**src/rtl/lr_car_detector.sv**
```systemverilog
// Local-road vehicle detector: debounces the loop sensor, counts queued cars, and drains them on green.
// Latency: 2-flop sync + DEBOUNCE samples to an arrival (count at edge k+4 for DEBOUNCE=3); lr_has_car is decoded from the count register.
// Backpressure: none; an arrival at a saturated count is dropped and raises the sticky overflow flag.
//
// Ports:
//   clk, rst_n     rising-edge clock, asynchronous active-low reset
//   sensor         raw asynchronous loop sensor (1 = vehicle over loop)
//   lr_light       local-road light from the controller (3'b100 green)
//   lr_has_car     1 while car_count != 0
//   car_count      cars currently queued, saturating at 2**QW-1
//   arrival_pulse  one-cycle strobe per accepted car
//   overflow       sticky: an arrival was dropped at saturation
module lr_car_detector #(
    parameter int DEBOUNCE      = 3,
    parameter int DEPART_CYCLES = 2,
    parameter int QW            = 4
) (
    input  logic          clk,
    input  logic          rst_n,
    input  logic          sensor,
    input  logic [2:0]    lr_light,
    output logic          lr_has_car,
    output logic [QW-1:0] car_count,
    output logic          arrival_pulse,
    output logic          overflow
);

    localparam logic [3:0]    DEB_N    = 4'(DEBOUNCE);
    localparam logic [3:0]    DEP_LAST = 4'(DEPART_CYCLES - 1);
    localparam logic [QW-1:0] QMAX     = {QW{1'b1}};

    typedef enum logic [1:0] {
        IDLE,
        CONFIRM,
        PRESENT,
        RELEASE
    } state_t;

    logic          s1_q, s2_q;
    state_t        state_q, state_d;
    logic [3:0]    deb_q, deb_d;
    logic [3:0]    dep_q, dep_d;
    logic [QW-1:0] count_q, count_d;
    logic          ovf_q, ovf_d;
    logic          pulse_q;
    logic          arr;
    logic          dep;
    logic          green;
    logic          has_car;

    // Two-flop synchroniser; s2_q is the only sensor view used below.
    always_ff @(posedge clk or negedge rst_n) begin
        if (!rst_n) begin
            s1_q <= 1'b0;
            s2_q <= 1'b0;
        end else begin
            s1_q <= sensor;
            s2_q <= s1_q;
        end
    end

    // Debounce FSM: one accepted arrival per vehicle, symmetric filtering on release.
    always_comb begin
        state_d = state_q;
        deb_d   = deb_q;
        arr     = 1'b0;
        case (state_q)
            IDLE: begin
                if (s2_q) begin
                    if (DEBOUNCE == 1) begin
                        state_d = PRESENT;
                        deb_d   = 4'd0;
                        arr     = 1'b1;
                    end else begin
                        state_d = CONFIRM;
                        deb_d   = 4'd1;
                    end
                end
            end
            CONFIRM: begin
                if (!s2_q) begin
                    state_d = IDLE;
                    deb_d   = 4'd0;
                end else if (deb_q + 4'd1 == DEB_N) begin
                    state_d = PRESENT;
                    deb_d   = 4'd0;
                    arr     = 1'b1;
                end else begin
                    deb_d = deb_q + 4'd1;
                end
            end
            PRESENT: begin
                if (!s2_q) begin
                    if (DEBOUNCE == 1) begin
                        state_d = IDLE;
                        deb_d   = 4'd0;
                    end else begin
                        state_d = RELEASE;
                        deb_d   = 4'd1;
                    end
                end
            end
            RELEASE: begin
                if (s2_q) begin
                    // Vehicle still there after a short dip: no new arrival.
                    state_d = PRESENT;
                    deb_d   = 4'd0;
                end else if (deb_q + 4'd1 == DEB_N) begin
                    state_d = IDLE;
                    deb_d   = 4'd0;
                end else begin
                    deb_d = deb_q + 4'd1;
                end
            end
            default: begin
                state_d = IDLE;
                deb_d   = 4'd0;
            end
        endcase
    end

    // Departure timer: runs only on green with cars queued, restarts after each departure.
    assign green   = (lr_light == 3'b100);
    assign has_car = (count_q != '0);
    assign dep     = green && has_car && (dep_q == DEP_LAST);

    always_comb begin
        dep_d = dep_q + 4'd1;
        if (!green || !has_car || dep) begin
            dep_d = 4'd0;
        end
    end

    // Simultaneous arrival and departure cancel and never touch overflow.
    always_comb begin
        count_d = count_q;
        ovf_d   = ovf_q;
        case ({arr, dep})
            2'b10: begin
                if (count_q == QMAX) begin
                    ovf_d = 1'b1;
                end else begin
                    count_d = count_q + 1'b1;
                end
            end
            2'b01:   count_d = count_q - 1'b1;
            default: count_d = count_q;
        endcase
    end

    always_ff @(posedge clk or negedge rst_n) begin
        if (!rst_n) begin
            state_q <= IDLE;
            deb_q   <= 4'd0;
            dep_q   <= 4'd0;
            count_q <= '0;
            ovf_q   <= 1'b0;
            pulse_q <= 1'b0;
        end else begin
            state_q <= state_d;
            deb_q   <= deb_d;
            dep_q   <= dep_d;
            count_q <= count_d;
            ovf_q   <= ovf_d;
            pulse_q <= arr;
        end
    end

    assign car_count     = count_q;
    assign lr_has_car    = has_car;
    assign arrival_pulse = pulse_q;
    assign overflow      = ovf_q;

endmodule

```
**config.mk**
```make
export PLATFORM = sky130hd
export DESIGN_NAME = lr_car_detector
export DESIGN_NICKNAME = d
export VERILOG_FILES = /design/src/rtl/lr_car_detector.sv
export SDC_FILE = /design/constraint.sdc
export NUM_CORES = 1
export LEC_CHECK = 0
export CELL_PAD_IN_SITES_DETAIL_PLACEMENT = 0
export CELL_PAD_IN_SITES_GLOBAL_PLACEMENT = 1
export CORE_MARGIN = 4
export CORE_UTILIZATION = 42
export CTS_CLUSTER_DIAMETER = 120
export DETAILED_ROUTE_END_ITERATION = 16
export PLACE_DENSITY_LB_ADDON = 0.1
export SLEW_MARGIN = 10
export SYNTH_ARGS = -nofsm -noshare
export SYNTH_HDL_FRONTEND = slang
export SYNTH_SLANG_ARGS = --single-unit
```
**constraint.sdc**
```tcl
create_clock -name clk -period 2.93 [get_ports clk]
set_input_delay 0.586 -clock clk [delete_from_list [all_inputs] [get_ports clk]]
set_output_delay 0.586 -clock clk [all_outputs]
set_load 0.005 [all_outputs]
```
==> impl_metrics.prom <==
# TYPE chip_impl_metric gauge
chip_impl_metric{name="clock.fmax",unit="GHz"} 0.382
chip_impl_metric{name="post_dp_cell_area",unit="sq mm"} 0.00115
chip_impl_metric{name="postRouteWirelength",unit="mm"} 1.76
chip_impl_metric{name="postSynthRegisterBits",unit=""} 18
chip_impl_metric{name="portBuffers",unit=""} 12
chip_impl_metric{name="die_area",unit="sq mm"} 0.00319
chip_impl_metric{name="crit_buf_inv",unit=""} 1
chip_impl_info{name="most_common_cell_in_the_netlist",value="sky130_fd_sc_hd__dfrtp_1"} 1
chip_impl_metric{name="pwr-share-comb",unit=""} 0.370
chip_impl_metric{name="power.leakage",unit="nW"} 0.529
chip_impl_metric{name="final_cycle_share",unit=""} 0.893
chip_impl_metric{name="grt_use_met3",unit=""} 0.0230
chip_impl_metric{name="area_growth",unit="%"} 20.5
chip_impl_metric{name="dp_hpwl",unit="mm"} 1.35
chip_impl_metric{name="post_cts_hold_buffer_count",unit=""} 0
chip_impl_metric{name="timing_max_transition_violations_final",unit=""} 0
chip_impl_metric{name="setup_viol_count_final",unit=""} 0
chip_impl_metric{name="clk_pin_slew_worst_paths",unit="ns"} 0.10
chip_impl_metric{name="layout_min_cycle_time",unit="ns"} 2.62
chip_impl_metric{name="num-nets-final",unit=""} 118
chip_impl_metric{name="critPathRequiredTime",unit="ns"} 3.15
chip_impl_metric{name="rows",unit=""} 17
chip_impl_metric{name="synth-edff-count",unit=""} 0
chip_impl_info{name="path_class",value="reg2reg"} 1
chip_impl_metric{name="worst-endpoint-arrival",unit="ns"} 2.84
chip_impl_metric{name="cap_viol_max_count",unit=""} 0
chip_impl_metric{name="fin_worst_hold_slack",unit="ns"} 0.378
chip_impl_info{name="synth_top_cell_by_area",value="sky130_fd_sc_hd__dfrtp_1"} 1
chip_impl_metric{name="ios",unit=""} 13
chip_impl_metric{name="yosys.cell_types.count",unit=""} 34
chip_impl_metric{name="die_x",unit="microns"} 56.5
chip_impl_info{name="timing.critical_path.max_delay_family",value="simple AND/OR/NAND/NOR gates"} 1
chip_impl_metric{name="clock_skew",unit="ns"} 0.00196
chip_impl_metric{name="nFillCells",unit=""} 216
chip_impl_metric{name="pwr_density_cell",unit="mW/mm^2"} 731
chip_impl_info{name="critPathCaptureType",value="flip-flop"} 1
chip_impl_metric{name="cts_buffers",unit=""} 3
chip_impl_info{name="hold_path_class",value="reg2reg"} 1
chip_impl_metric{name="core",unit="sq mm"} 0.00223
chip_impl_metric{name="worst_slew_margin_rel",unit=""} 0.452
chip_impl_metric{name="syn-instance-count",unit=""} 87
chip_impl_metric{name="clockBufferDepth",unit=""} 2
chip_impl_info{name="grt.busiest_layer",value="met2"} 1
chip_impl_metric{name="finalWeightedCongestion",unit=""} 0.736
chip_impl_metric{name="layout.core_utilization",unit=""} 0.533
chip_impl_metric{name="worst-path-stages",unit=""} 12
chip_impl_metric{name="globalRouteTotalUtil",unit=""} 0.125
chip_impl_info{name="most_used_dff_post_synth",value="sky130_fd_sc_hd__dfrtp_1"} 1
chip_impl_metric{name="synth_largest_type_area_fraction",unit=""} 0.456
chip_impl_metric{name="critical_path_peak_fanout",unit=""} 6
chip_impl_info{name="cp_most_frequent_cell",value="sky130_fd_sc_hd__ha_1"} 1
chip_impl_metric{name="timing.hold.worst_path_depth",unit=""} 0
chip_impl_info{name="crit_path_start_kind",value="flip-flop"} 1
chip_impl_metric{name="clock_network_fraction_of_design_power",unit=""} 0.177
chip_impl_metric{name="detailedRoute.firstIterationViolations",unit=""} 23
chip_impl_metric{name="layout-drive-gt1-share",unit=""} 0.183
chip_impl_metric{name="wl_per_cell",unit="microns"} 13.3
chip_impl_metric{name="antenna_found_initial",unit=""} 0
chip_impl_info{name="cts_tree",value="yes"} 1
chip_impl_metric{name="max-vdd-ir-drop",unit="uV"} 451
chip_impl_info{name="path_cells",value="ha_1 > nor3_1 > a41oi_2 > nor2_4 > or2_2 > inv_1 > ha_1 > a21oi_1 > nand2_1 > and3_2 > mux2i_1 > xnor2_1"} 1
chip_impl_metric{name="finalHoldViolations",unit=""} 0
chip_impl_metric{name="seq_area_frac_synth",unit=""} 0.456
chip_impl_metric{name="clkLatencyLatePin",unit="ns"} 0.29
chip_impl_metric{name="grt.met2_usage",unit=""} 0.191
chip_impl_metric{name="finish.instance_area",unit="sq mm"} 0.00119
chip_impl_metric{name="worst_r2r_path_depth",unit=""} 12
chip_impl_metric{name="antenna_left",unit=""} 0
chip_impl_metric{name="postSynth.asyncResetShare",unit=""} 1.00
chip_impl_metric{name="die_h",unit="microns"} 56.5
chip_impl_metric{name="initial_core_util",unit=""} 0.443
chip_impl_metric{name="insertedDiodeCount",unit=""} 0
chip_impl_metric{name="final.setup.tns",unit="ns"} 0
chip_impl_metric{name="first_global_vias",unit=""} 680
chip_impl_metric{name="drcViolationCount",unit=""} 0
chip_impl_metric{name="cellInternalPower",unit="mW"} 0.561
chip_impl_metric{name="net-switching-power",unit="mW"} 0.310
chip_impl_metric{name="timing_worst_slew_pin_value",unit="ns"} 0.820
chip_impl_metric{name="p_sw_frac",unit=""} 0.356
chip_impl_info{name="rsz_0062_raised_after_global_routing",value="no"} 1
chip_impl_metric{name="cts.repair.resized",unit=""} 0
chip_impl_metric{name="global_route_total_overflow",unit=""} 0
chip_impl_metric{name="power.share.sequential",unit=""} 0.453
chip_impl_metric{name="cpPeakStageDelay",unit="ns"} 0.46
chip_impl_metric{name="drt_pass1_iterations",unit=""} 4
chip_impl_metric{name="grtUsageMet1",unit=""} 0.165
chip_impl_metric{name="postSynthAreaPerCell",unit="sq um"} 11.4
chip_impl_metric{name="grt_pass1_wl",unit="mm"} 3.10
chip_impl_metric{name="detail_route.vias_per_cell",unit=""} 5.23
chip_impl_metric{name="post_synth_instance_area",unit="sq um"} 988
chip_impl_metric{name="route.vias.total",unit=""} 690
chip_impl_metric{name="postCtsSetupRepairBufs",unit=""} 0
chip_impl_metric{name="grt_start_max_net_pins",unit=""} 19
chip_impl_metric{name="cts_sinks",unit=""} 18
chip_impl_info{name="status",value="completed"} 1
chip_impl_metric{name="synth_nets",unit=""} 100
chip_impl_metric{name="ys_warn_count",unit=""} 0
chip_impl_info{name="netlist_top_cells_count",value="sky130_fd_sc_hd__dfrtp_1 (18), sky130_fd_sc_hd__nor2_1 (7)"} 1
chip_impl_info{name="slowest_stage",value="sky130_fd_sc_hd__dfrtp_1"} 1
chip_impl_info{name="ctsRootBufferMaster",value="sky130_fd_sc_hd__clkbuf_4"} 1
chip_impl_info{name="synth_top_cells_by_area",value="sky130_fd_sc_hd__dfrtp_1 (46%), sky130_fd_sc_hd__ha_1 (7.6%), sky130_fd_sc_hd__xnor2_1 (5.3%)"} 1
chip_impl_metric{name="clock_tree.htree_level_count",unit=""} 1
## worst register-to-register path, delay by kind of cell, from the launching register on
kind,cells,cell delay (ns)
AO/OA/AOI/OAI,2,0.40
buffers and inverters,1,0.09
AND/OR/NAND/NOR,5,0.78
multiplexers,1,0.16
flip-flops,1,0.46
adder cells (fa/ha/maj),2,0.52
XOR/XNOR,1,0.13
## flip-flops by register name (all words and copies together) (netlist names), named ones only
name / count
state_q: 1
dep_q: 4
s2_q: 1
s1_q: 1
overflow: 1
car_count: 4
arrival_pulse: 1
deb_q: 4
## area by class of cell
class                      count  area, sq um  share of cell area
sequential                    18          450               0.378
tap                           28         35.0              0.0294
timing repair buffer          14          135               0.113
clock buffer                   4         36.3              0.0305
multi-input combinational     62          512               0.430
inverter                       6         22.5              0.0189
## path summary, 6_finish.rpt
check                           startpoint           end  slack [ns]
worst max register to register    deb_q[0]  car_count[3]        0.31
worst min-delay path                  s1_q          s2_q        0.38
min in group asynchronous            rst_n          s2_q        0.75
worst max-delay path              deb_q[0]  car_count[3]        0.31
worst min register to register        s1_q          s2_q        0.38
max in group asynchronous            rst_n  car_count[0]        1.67
## routing by layer
metal | share of wire | routed length, microns | vias up
met2 | 0.47 | 827 | 14
met5 | 0 | 0 | -
met4 | 0.027 | 47 | 0
met3 | 0.035 | 62 | 5
met1 | 0.47 | 820 | 335
li1 | - | - | 336
## metrics by stage
stage / power [mW] / cells / worst slack (ns)
2_1_floorplan: 0.596 / 87 / 0.488
3_3_place_gp: 0.716 / 128 / 0.0979
3_5_place_dp: 0.722 / 128 / 0.0388
4_1_cts: 0.882 / 132 / 0.293
5_1_grt: 0.944 / 132 / 0.102
6_report: 0.871 / 132 / 0.314
## power groups by stage
stage	sequential, mW	combinational [mW]	clock, mW
floorplan	0.371	0.226	0
CTS	0.395	0.328	0.159
detailed placement	0.398	0.324	0
global route	0.408	0.364	0.172
finish	0.395	0.322	0.154
global placement	0.394	0.322	0
## layout by cell type, fill, tap and decap left out, types with 2 or more instances in the layout
cell type                         count
sky130_fd_sc_hd__inv_1                6
sky130_fd_sc_hd__nor2_1               7
sky130_fd_sc_hd__clkdlybuf4s50_1     12
sky130_fd_sc_hd__nand3_1              5
sky130_fd_sc_hd__o21ai_0              2
sky130_fd_sc_hd__mux2i_1              2
sky130_fd_sc_hd__dfrtp_1             18
sky130_fd_sc_hd__xor2_1               2
sky130_fd_sc_hd__nand2_1              6
sky130_fd_sc_hd__and3_2               2
sky130_fd_sc_hd__xnor2_1              6
sky130_fd_sc_hd__buf_4                2
sky130_fd_sc_hd__ha_1                 6
sky130_fd_sc_hd__clkbuf_4             3
sky130_fd_sc_hd__a21oi_1              3
## logic make-up after synthesis
logic type,after synthesis,synth area share
buffers and inverters,7,0.0266
and+or+nand+nor,31,0.199
muxes,5,0.0696
AOI/OAI and AO/OA,11,0.0823
xor gates and xnor gates,8,0.0709
DFF,18,0.456
adders and majority gates,7,0.0962
(Power assumes the default switching activity.)
